[config.mk]
export PLATFORM = sky130hd
export DESIGN_NAME = lockin_readout_ctrl
export DESIGN_NICKNAME = d
export VERILOG_FILES = /design/src/rtl/lockin_pkg.sv /design/src/rtl/sync_fifo.sv /design/src/rtl/lockin_readout_ctrl.sv
export SDC_FILE = /design/constraint.sdc
export NUM_CORES = 1
export LEC_CHECK = 0
export ABC_CLOCK_PERIOD_IN_PS = 7700
export CAP_MARGIN = 20
export CORE_MARGIN = 1
export CORE_UTILIZATION = 40
export CTS_CLUSTER_DIAMETER = 30
export DETAILED_ROUTE_END_ITERATION = 10
export GPL_TIMING_DRIVEN = 0
export PLACE_DENSITY = 0.57
export SYNTH_ARGS = -nofsm -noshare
export SYNTH_HDL_FRONTEND = slang
export SYNTH_HIERARCHICAL = 1
export SYNTH_SLANG_ARGS = --single-unit
[constraint.sdc]
create_clock -name clk -period 7.7 [get_ports clk]
set_input_delay 1.925 -clock clk [delete_from_list [all_inputs] [get_ports clk]]
set_output_delay 1.925 -clock clk [all_outputs]
set_load 0.005 [all_outputs]
[src/rtl/lockin_pkg.sv]
// Shared types for the lock-in readout path: FIFO entry layout and read FSM states.
// READOUT_TIMESTAMP_EN adds a 32-bit timestamp field to each entry.
package lockin_pkg;

    localparam int unsigned DW   = 24;
    localparam int unsigned SEQW = 32;
`ifdef READOUT_TIMESTAMP_EN
    localparam int unsigned TSW  = 32;
`endif

    typedef struct packed {
        logic signed [DW-1:0]   x;
        logic signed [DW-1:0]   y;
        logic        [SEQW-1:0] seq;
`ifdef READOUT_TIMESTAMP_EN
        logic        [TSW-1:0]  ts;
`endif
    } readout_entry_t;

    typedef enum logic [1:0] {
        IDLE,
        POP,
        ACK
    } rd_state_t;

endpackage

[src/rtl/sync_fifo.sv]
// Single-clock FIFO with registered fill level and a combinational head view.
// A pop and a push on a full FIFO in the same cycle both proceed; flush empties it.
module sync_fifo #(
    parameter type         T     = logic [7:0],
    parameter int unsigned DEPTH = 16
) (
    input  logic                   clk,
    input  logic                   reset,
    input  logic                   flush,
    input  logic                   push,
    input  logic                   pop,
    input  T                       wdata,
    output T                       head_c,
    output logic                   full_c,
    output logic                   empty_c,
    output logic [$clog2(DEPTH):0] level
);

    localparam int unsigned AW = $clog2(DEPTH);
    localparam int unsigned LW = AW + 1;

    T               mem [DEPTH];
    logic [AW-1:0]  wr_ptr;
    logic [AW-1:0]  rd_ptr;
    logic           do_push;
    logic           do_pop;

    assign full_c  = (level == LW'(DEPTH));
    assign empty_c = (level == '0);
    assign do_pop  = pop && !empty_c;
    assign do_push = push && (!full_c || do_pop);
    assign head_c  = mem[rd_ptr];

    // Pointer and level bookkeeping; flush has priority over traffic.
    always_ff @(posedge clk) begin
        if (reset || flush) begin
            wr_ptr <= '0;
            rd_ptr <= '0;
            level  <= '0;
        end else begin
            if (do_push) begin
                wr_ptr <= wr_ptr + AW'(1);
            end
            if (do_pop) begin
                rd_ptr <= rd_ptr + AW'(1);
            end
            case ({do_push, do_pop})
                2'b10:   level <= level + LW'(1);
                2'b01:   level <= level - LW'(1);
                default: level <= level;
            endcase
        end
    end

    always_ff @(posedge clk) begin
        if (do_push && !flush && !reset) begin
            mem[wr_ptr] <= wdata;
        end
    end

endmodule

[src/rtl/lockin_readout_ctrl.sv]
// Decimates lock-in results, queues them with a sequence index and serves them to
// software over a toggle request/ack handshake. READOUT_TIMESTAMP_EN adds ts_o.
module lockin_readout_ctrl #(
    parameter int unsigned DEPTH = 16,
    parameter int unsigned DW    = 24,
    parameter int unsigned DECW  = 16
) (
    input  logic                   clk,
    input  logic                   reset,
    input  logic                   done_i,
    input  logic [DW-1:0]          x_i,
    input  logic [DW-1:0]          y_i,
    input  logic [DECW-1:0]        decim_i,
    input  logic                   clr_i,
    input  logic                   rd_tgl_i,
    output logic                   rd_ack_o,
    output logic [31:0]            x_o,
    output logic [31:0]            y_o,
    output logic [31:0]            seq_o,
    output logic                   valid_o,
    output logic [$clog2(DEPTH):0] level_o,
    output logic                   overflow_o,
    output logic [15:0]            drops_o,
    output logic [31:0]            ts_o
);

    import lockin_pkg::*;

    logic [SEQW-1:0] raw_idx;
    logic [DECW-1:0] dec_cnt;
    logic [DECW-1:0] dec_lim;
    logic [DECW-1:0] lim_now_c;
    logic            keep_c;
    logic            push_c;
    logic            drop_c;
    logic            pop_c;
    logic            full_c;
    logic            empty_c;
    readout_entry_t  wr_entry_c;
    readout_entry_t  head_c;
    rd_state_t       state;
    rd_state_t       state_d;
    logic            rd_tgl_q;

`ifdef READOUT_TIMESTAMP_EN
    logic [31:0] ts_cnt;

    always_ff @(posedge clk) begin
        if (reset) begin
            ts_cnt <= '0;
        end else begin
            ts_cnt <= ts_cnt + 32'd1;
        end
    end
`else
    assign ts_o = '0;
`endif

    // The wrap limit is sampled from decim_i only when a new period starts.
    always_comb begin
        lim_now_c = dec_lim;
        if (dec_cnt == '0) begin
            lim_now_c = (decim_i == '0) ? '0 : decim_i - DECW'(1);
        end
    end

    assign keep_c = done_i && (dec_cnt == '0);
    assign push_c = keep_c && !clr_i && (!full_c || pop_c);
    assign drop_c = keep_c && !clr_i && full_c && !pop_c;

    always_comb begin
        wr_entry_c     = '0;
        wr_entry_c.x   = x_i;
        wr_entry_c.y   = y_i;
        wr_entry_c.seq = raw_idx;
`ifdef READOUT_TIMESTAMP_EN
        wr_entry_c.ts  = ts_cnt;
`endif
    end

    always_ff @(posedge clk) begin
        if (reset) begin
            raw_idx <= '0;
            dec_cnt <= '0;
            dec_lim <= '0;
        end else if (done_i) begin
            raw_idx <= raw_idx + SEQW'(1);
            dec_cnt <= (dec_cnt == lim_now_c) ? '0 : dec_cnt + DECW'(1);
            if (keep_c) begin
                dec_lim <= lim_now_c;
            end
        end
    end

    always_ff @(posedge clk) begin
        if (reset || clr_i) begin
            overflow_o <= 1'b0;
            drops_o    <= '0;
        end else if (drop_c) begin
            overflow_o <= 1'b1;
            if (drops_o != 16'hFFFF) begin
                drops_o <= drops_o + 16'd1;
            end
        end
    end

    sync_fifo #(
        .T     (readout_entry_t),
        .DEPTH (DEPTH)
    ) u_fifo (
        .clk     (clk),
        .reset   (reset),
        .flush   (clr_i),
        .push    (push_c),
        .pop     (pop_c),
        .wdata   (wr_entry_c),
        .head_c  (head_c),
        .full_c  (full_c),
        .empty_c (empty_c),
        .level   (level_o)
    );

    // Read FSM next state; pop only when there is something to hand out.
    always_comb begin
        state_d = state;
        pop_c   = 1'b0;
        case (state)
            IDLE: begin
                if (rd_tgl_i != rd_tgl_q) begin
                    state_d = POP;
                end
            end
            POP: begin
                pop_c   = !empty_c;
                state_d = ACK;
            end
            ACK:     state_d = IDLE;
            default: state_d = IDLE;
        endcase
    end

    // rd_tgl_q only follows the request in IDLE, so toggles during POP/ACK queue up.
    always_ff @(posedge clk) begin
        if (reset) begin
            state    <= IDLE;
            rd_tgl_q <= 1'b0;
            rd_ack_o <= 1'b0;
            x_o      <= '0;
            y_o      <= '0;
            seq_o    <= '0;
            valid_o  <= 1'b0;
`ifdef READOUT_TIMESTAMP_EN
            ts_o     <= '0;
`endif
        end else begin
            state <= state_d;
            if (state == IDLE) begin
                rd_tgl_q <= rd_tgl_i;
            end
            if (state == POP) begin
                valid_o <= !empty_c;
                if (!empty_c) begin
                    x_o   <= 32'(head_c.x);
                    y_o   <= 32'(head_c.y);
                    seq_o <= head_c.seq;
`ifdef READOUT_TIMESTAMP_EN
                    ts_o  <= head_c.ts;
`endif
                end
            end
            if (state == ACK) begin
                rd_ack_o <= rd_tgl_q;
            end
        end
    end

endmodule

==> summary.md, run 1 <==
| Metric | Value |
|---|---|
| Fillcell total | `10978` |
| Number of sinks handled by clock tree synthesis | `1463` |
| Post-route DRC | `0` |
| Commonest cells after routing, fill and taps aside | `1280 x sky130_fd_sc_hd__edfxtp_1, 332 x sky130_fd_sc_hd__clkbuf_16, 320 x sky130_fd_sc_hd__mux4_2, 285 x sky130_fd_sc_hd__nand2_1, 187 x sky130_fd_sc_hd__clkdlybuf4s50_1` |
| Top-level port count | `221` |
| Worst r2r path cells | `17` |
| Maximum number of pins on one net before global-route repair | `24` |
| Nature of the critical path startpoint | `register` |
| Final worst-path cycle share | `0.7670` |
| Gate count of the mapped netlist | `3004` |
| Vias after detailed routing | `30903` |
| P per Cell Area | `310.3 nW/um^2` |
| Post-Route Setup TNS | `0 ns` |
| Clock network latency to the later pin of the worst-skew pair | `0.89 ns` |
| Number of buffers inserted for hold repair after clock tree synthesis | `0` |
| Result of the run | `complete, no violations` |
| DPL Wire Length | `90.71 mm` |
| Via density per instance | `5.374` |
| Post-Synthesis Mean Instance Area | `18.71 sq um` |
| Net count, final | `3706` |
| Nature of the critical path endpoint | `register` |
| Critical register-to-register path endpoint | `u_fifo/mem[13][41]` |
| Required time at the worst-slack endpoint | `8.29 ns` |
| Clk root buf | `sky130_fd_sc_hd__clkbuf_16` |
| Actual transition at the worst max-transition pin | `1.081 ns` |
| Number of global-route vias before repair | `31953` |
| Sequential-to-total area share from yosys stat | `0.7492` |
| Gates resized, CTS repair | `0` |
| Total routing usage reported by global routing | `0.2101` |
| Worst Hold Margin | `0.4487 ns` |
| Number of violations reported at the end of detailed-routing iteration 0 | `2786` |
| Wire length after detailed routing | `147.8 mm` |
| Data arrival time of the worst path | `6.49 ns` |
| Type of the worst setup path | `reg2reg` |
| Clock tree from TritonCTS | `done` |
| Num rows | `137` |
| Multi-input logic area | `13120 sq um` |
| Ys async rst share | `0` |
| First-pass GRT wire length | `215.4 mm` |
| Number of hold violations in the final report | `0` |
| Slew Limit Fails | `0` |
| Clock Tree Buf Depth | `4` |
| Final setup skew | `0.07508 ns` |
| Worst reg2reg startpoint | `u_fifo/level[0]` |
| Worst hold path depth | `2` |
| CORE AREA | `139400 sq um` |
| Area of the die | `142000 sq um` |
| Register area | `42100 sq um` |
| Average wire length per cell after detail routing | `25.70 microns` |
| Number of synthesized flops with an enable pin | `1280` |
| Buffers inserted by post-CTS timing repair | `0` |
| Register-to-register path setup slack | `1.79 ns` |
| Synth Flop Type | `sky130_fd_sc_hd__edfxtp_1` |
| Placer Congestion | `0.7897` |
| Library cells used by synthesis | `71` |
| Max-slew headroom at the worst pin | `0.2796` |
| Worst vdd ir | `290.1 uV` |
| Cell Area, Synth | `56190 sq um` |
| Class of the tightest hold or removal check | `reg2reg` |
| Post-DRT Antenna Nets | `0` |
| Layout cell share with drive strength beyond 1 | `0.2687` |
| Number of optimization iterations in the first detailed-route pass | `8` |
| Antenna violations before repair | `5` |
| Height of the die | `376.8 microns` |
| Achievable clock frequency | `0.1693 GHz` |
| Remaining global-route overflow | `0` |
| Worst min-delay path startpoint | `overflow_o` |
| X dimension of the die | `376.8 microns` |
| Post-synthesis sequential element count | `1463` |
| Count of buffers inserted at the top-level ports | `187` |
| RSZ-0062 raised after global routing | `false` |
| Commonest non-fill, non-tap cell in the layout | `sky130_fd_sc_hd__edfxtp_1` |
| CTS Buf Count | `327` |
| # setup viols final | `0` |
| Yosys synthesis warning count | `6` |
| CTS H-tree depth | `5` |
| Post-CTS clock slew at the launch and capture registers of the worst setup and hold paths | `0.04 ns` |
| Worst hold endpoint | `overflow_o` |
| P_leak | `23.39 nW` |
| Layout-stage area growth over the synthesis result | `30.24%` |
| Crit path time final | `5.906 ns` |
| Highest net fanout along the worst path | `20` |
| Maximum capacitance violations | `0` |
| Initial core utilization | `0.4032` |
metal layers:
metal | vias to the layer above | routed length (microns) | share of wire | track usage
met5 | - | 13 | 0.000088 | 0
met2 | 1214 | 72550 | 0.49 | 0.3424
met4 | 2 | 2949 | 0.020 | 0.06082
li1 | 13363 | - | - | -
met1 | 16096 | 61720 | 0.42 | 0.2791
met3 | 228 | 10570 | 0.072 | 0.05155
critical path: stages (launching register included):
cell                       delay, ns
sky130_fd_sc_hd__dfxtp_1        0.44
sky130_fd_sc_hd__or4_4          0.18
sky130_fd_sc_hd__buf_6          0.15
sky130_fd_sc_hd__nor2_1         0.05
sky130_fd_sc_hd__or3b_1         0.38
sky130_fd_sc_hd__clkbuf_2       0.21
sky130_fd_sc_hd__buf_12         0.22
sky130_fd_sc_hd__inv_2          0.52
sky130_fd_sc_hd__clkbuf_1       0.62
sky130_fd_sc_hd__buf_6          0.24
sky130_fd_sc_hd__nand2b_1       0.25
sky130_fd_sc_hd__o21a_1         0.28
sky130_fd_sc_hd__nand2_1        0.30
sky130_fd_sc_hd__nor2_4         0.80
sky130_fd_sc_hd__buf_12         0.27
sky130_fd_sc_hd__buf_12         0.22
sky130_fd_sc_hd__buf_12         0.24
sky130_fd_sc_hd__buf_16         0.18
Yosys cell counts, drive strengths merged, types with 3 or more instances:
master   number  share of area
or3           8        0.00089
ha           13         0.0029
nand2       285          0.019
o21ai        17         0.0018
o31ai         6        0.00080
nor4         15         0.0023
xor2         34         0.0053
mux2i         7         0.0012
and2          3        0.00033
xnor2        35         0.0055
nand4        24         0.0028
edfxtp     1280           0.68
o211ai        5        0.00091
or2           3        0.00033
nand3        26         0.0023
a22oi       169          0.023
nor2b         7        0.00078
dfxtp       183          0.065
or4           7         0.0011
and4          7         0.0011
and3         10         0.0011
clkbuf       82         0.0055
buf         122          0.014
nor2        126         0.0086
nand2b        8        0.00089
a21oi       105         0.0094
a211oi        4        0.00053
inv          36         0.0024
or3b          3        0.00047
nor3b         3        0.00049
a2111oi       4        0.00062
nor3         18         0.0021
mux4        320           0.13
a21o          3        0.00040
area by class of cell:
| type | instances | area share |
|---|---|---|
| Antenna cell | 1 | 0.00003419 |
| Buffer | 204 | 0.01470 |
| Clock buffer | 380 | 0.1179 |
| Clock inverter | 200 | 0.03274 |
| Inverter | 36 | 0.001846 |
| Multi-Input combinational cell | 1332 | 0.1792 |
| Sequential cell | 1463 | 0.5752 |
| Tap cell | 1876 | 0.03207 |
| Timing Repair Buffer | 259 | 0.04623 |
power breakdown:
group / internal, mW / switching [mW] / leakage, nW
Sequential: 8.62 / 0.0218 / 12.6
Combinational: 0.106 / 0.175 / 5.46
Clock: 9.53 / 4.25 / 5.30
Total: 18.3 / 4.45 / 23.4
registers in the layout, indices dropped and copies added, names as in the netlist, named ones only:
register and cells:
dec_cnt 16, dec_lim 16, drops_o 16, overflow_o 1
raw_idx 32, rd_ack_o 1, rd_tgl_q 1, seq_o 32
state 2, u_fifo/level 5, u_fifo/mem 1280, u_fifo/rd_ptr 4
u_fifo/wr_ptr 4, valid_o 1, x_o 24, y_o 24
worst max-delay path by stage:
| stage | startpoint | endpoint | slack, ns |
|---|---|---|---|
| floorplan | done_i | u_fifo/mem[12][0] | 0.87 |
| global placement | u_fifo/level[0] | u_fifo/mem[4][59] | -6.03 |
| detailed placement | done_i | u_fifo/mem[13][41] | 1.35 |
| CTS | u_fifo/level[0] | u_fifo/mem[13][41] | 1.74 |
| global route | u_fifo/level[1] | u_fifo/mem[13][43] | 1.52 |
| finish | u_fifo/level[0] | u_fifo/mem[13][41] | 1.79 |
stage by stage:
stage	worst slack (ns)	util	total power, mW	cell area [sq um]	instances
after floorplan	0.8727	-	8.900	56310	3035
after global placement	-6.034	0.4343	9.059	60530	5098
after detailed placement	1.348	0.4460	9.069	62160	5170
after CTS	1.745	0.5252	22.90	73190	5750
after global routing	1.518	0.5252	23.34	73190	5750
final	1.794	0.5252	22.71	73190	5751
cells by family (layout without fill, tap and decap cells):
kind of cell	Yosys count	after routing	share of synthesized area
muxes	328	328	0.1297
adders and majority gates	14	14	0.003251
DFF	1463	1463	0.7492
other	1	33	0.00006673
xor gates and xnor gates	69	69	0.01075
and+or+nand+nor	554	554	0.04471
buffers and inverters	240	1079	0.02153
AOI/OAI and AO/OA	335	335	0.04077
(Power assumes the default switching activity.)
==> run 2, diff against run 1 <==
Settings changed: ABC_CLOCK_PERIOD_IN_PS 7700 to 5900.
Clock period 7.7 ns to 5.9 ns, I/O delays scaled along.
==> run 2 against run 1 <==
  * Register-to-register slack got worse by 1.4 ns
  * Combinational power is 31% higher
  * Utilization barely moved
  * Hold slack got worse by 0.0010 ns
  * Design area is essentially flat
  * Flip-flop and latch count unchanged
  * Sequential power up 31%
  * Sequential share of layout area about the same
  * Via count hardly changed
  * Clock skew increased by 0.014 ns
  * Power up 30%
==> summary.md, run 2 (synthesis gave the netlist of run 1 again) <==
| Metric | Value |
|---|---|
| Result of the run | `complete, no violations` |
| Commonest non-fill, non-tap cell in the layout | `sky130_fd_sc_hd__edfxtp_1` |
| Number of violations reported at the end of detailed-routing iteration 0 | `2540` |
| Initial core utilization | `0.4032` |
| Type of the worst setup path | `reg2reg` |
| Number of buffers inserted for hold repair after clock tree synthesis | `0` |
| Actual transition at the worst max-transition pin | `1.117 ns` |
| Post-layout utilization of the core | `0.5251` |
| Clock Tree Buf Depth | `4` |
| Wire length after detailed routing | `146.8 mm` |
| Antenna violations before repair | `8` |
| Achievable clock frequency | `0.1817 GHz` |
| Layout cell share with drive strength beyond 1 | `0.2686` |
| Clock tree from TritonCTS | `done` |
| Slew Limit Fails | `0` |
| Number of optimization iterations in the first detailed-route pass | `7` |
| Highest net fanout along the worst path | `20` |
| Number of non-filler instances in the completed layout | `5752` |
| CORE AREA | `139400 sq um` |
| P per Cell Area | `404.3 nW/um^2` |
| Remaining global-route overflow | `0` |
| Biggest regs | `u_fifo/mem (1280), raw_idx (32), seq_o (32)` |
| Biggest register | `u_fifo/mem` |
| Worst vdd ir | `325.5 uV` |
| Class of the tightest hold or removal check | `reg2reg` |
| Post-placement cell count | `5168` |
| Clock network latency to the later pin of the worst-skew pair | `0.91 ns` |
| Gates resized, CTS repair | `0` |
| Fillcell total | `10982` |
| Final worst-path cycle share | `0.9331` |
| Top-level port count | `221` |
| Count of buffers inserted at the top-level ports | `187` |
| RSZ-0062 raised after global routing | `false` |
| Nature of the critical path endpoint | `register` |
| Number of global-route vias before repair | `31865` |
| DPL Wire Length | `89.44 mm` |
| Power Total | `29.59 mW` |
| Total routing usage reported by global routing | `0.2087` |
| Worst Hold Margin | `0.4477 ns` |
| Vias after detailed routing | `30888` |
| Average wire length per cell after detail routing | `25.53 microns` |
| Number of hold violations in the final report | `0` |
| P_leak | `23.53 nW` |
| Flip-flop count of the largest register after layout | `1280` |
| Nature of the critical path startpoint | `register` |
| Post-Route Setup TNS | `0 ns` |
| Post-route DRC | `0` |
| Height of the die | `376.8 microns` |
| Crit path time final | `5.505 ns` |
| Final setup skew | `0.08947 ns` |
| CTS H-tree depth | `5` |
| Data arrival time of the worst path | `6.08 ns` |
| CTS Buf Count | `325` |
| Layout-stage area growth over the synthesis result | `30.24%` |
| First-pass GRT wire length | `214.6 mm` |
| Buffers inserted by post-CTS timing repair | `0` |
| Post-CTS clock slew at the launch and capture registers of the worst setup and hold paths | `0.04 ns` |
| Number of sinks handled by clock tree synthesis | `1463` |
| Via density per instance | `5.370` |
| Required time at the worst-slack endpoint | `6.47 ns` |
| Max-slew headroom at the worst pin | `0.2556` |
| Commonest cells after routing, fill and taps aside | `1280 x sky130_fd_sc_hd__edfxtp_1, 336 x sky130_fd_sc_hd__clkbuf_16, 320 x sky130_fd_sc_hd__mux4_2, 285 x sky130_fd_sc_hd__nand2_1, 187 x sky130_fd_sc_hd__clkdlybuf4s50_1` |
| Num rows | `137` |
| Post-DRT Antenna Nets | `0` |
| Clk root buf | `sky130_fd_sc_hd__clkbuf_16` |
| Net count, final | `3702` |
| Placer Congestion | `0.7802` |
| # setup viols final | `0` |
| X dimension of the die | `376.8 microns` |
| Maximum number of pins on one net before global-route repair | `24` |
| Area of the die | `142000 sq um` |
| Maximum capacitance violations | `0` |
## run 2: changes by cell type in the layout (fill, tap and decap cells not counted), sizes merged
cell,change
diode,+3
clkinvlp,-5
clkbuf,+2
bufinv,-3
buf,-2
inv,+19
clkinv,-13
## run 2: per-layer routing
metal  track usage  up-vias  part of all wire
met1        0.2705    16148              0.41
li1              -    13356                 -
met2        0.3405     1143              0.49
met4       0.06604       10             0.022
met5             0        -           0.00036
met3       0.05739      231             0.076
## run 2: layout make-up
cell class	instances	area [sq um]	share of cell area
Clock buffer	382	8641	0.1181
Clock inverter	198	2351	0.03212
Antenna cell	4	10.01	0.0001368
Inverter	36	135.1	0.001846
Buffer	204	1076	0.01470
Tap cell	1876	2347	0.03207
Sequential cell	1463	42100	0.5753
Multi-Input combinational cell	1332	13120	0.1793
Timing Repair Buffer	257	3405	0.04652
## run 2: where the power goes
part | internal [mW] | switching (mW)
sequential | 11.3 | 0.0275
combinational | 0.138 | 0.229
clock | 12.4 | 5.59
## run 2: worst paths after layout
check | startpoint | slack (ns) | depth (start not counted) | endpoint
setup / recovery | u_fifo/level[1] | 0.39 | 15 | u_fifo/mem[10][41]
hold / removal | y_o[8] | 0.45 | 2 | y_o[8]
setup reg to reg | u_fifo/level[1] | 0.39 | 15 | u_fifo/mem[10][41]
hold reg to reg | y_o[8] | 0.45 | 2 | y_o[8]
## run 2: critical path: stages, from the launching register on
cell                       delay, ns
sky130_fd_sc_hd__dfxtp_1        0.45
sky130_fd_sc_hd__or4_4          0.18
sky130_fd_sc_hd__buf_6          0.15
sky130_fd_sc_hd__nor2_1         0.05
sky130_fd_sc_hd__or3b_1         0.38
sky130_fd_sc_hd__clkbuf_2       0.14
sky130_fd_sc_hd__buf_12         0.17
sky130_fd_sc_hd__inv_2          0.54
sky130_fd_sc_hd__clkbuf_1       0.65
sky130_fd_sc_hd__nand2b_1       0.34
sky130_fd_sc_hd__o21a_1         0.27
sky130_fd_sc_hd__nand2_1        0.29
sky130_fd_sc_hd__nor2_4         0.80
sky130_fd_sc_hd__buf_12         0.31
sky130_fd_sc_hd__buf_16         0.20
sky130_fd_sc_hd__buf_12         0.21
## run 2: metrics by stage
step	setup slack (ns)	cell area, sq um
after floorplan	-0.4773	56310
after global placement	-7.980	60530
after detailed placement	0.1425	62180
after CTS	0.3820	73170
after global routing	0.2368	73180
final	0.3950	73180
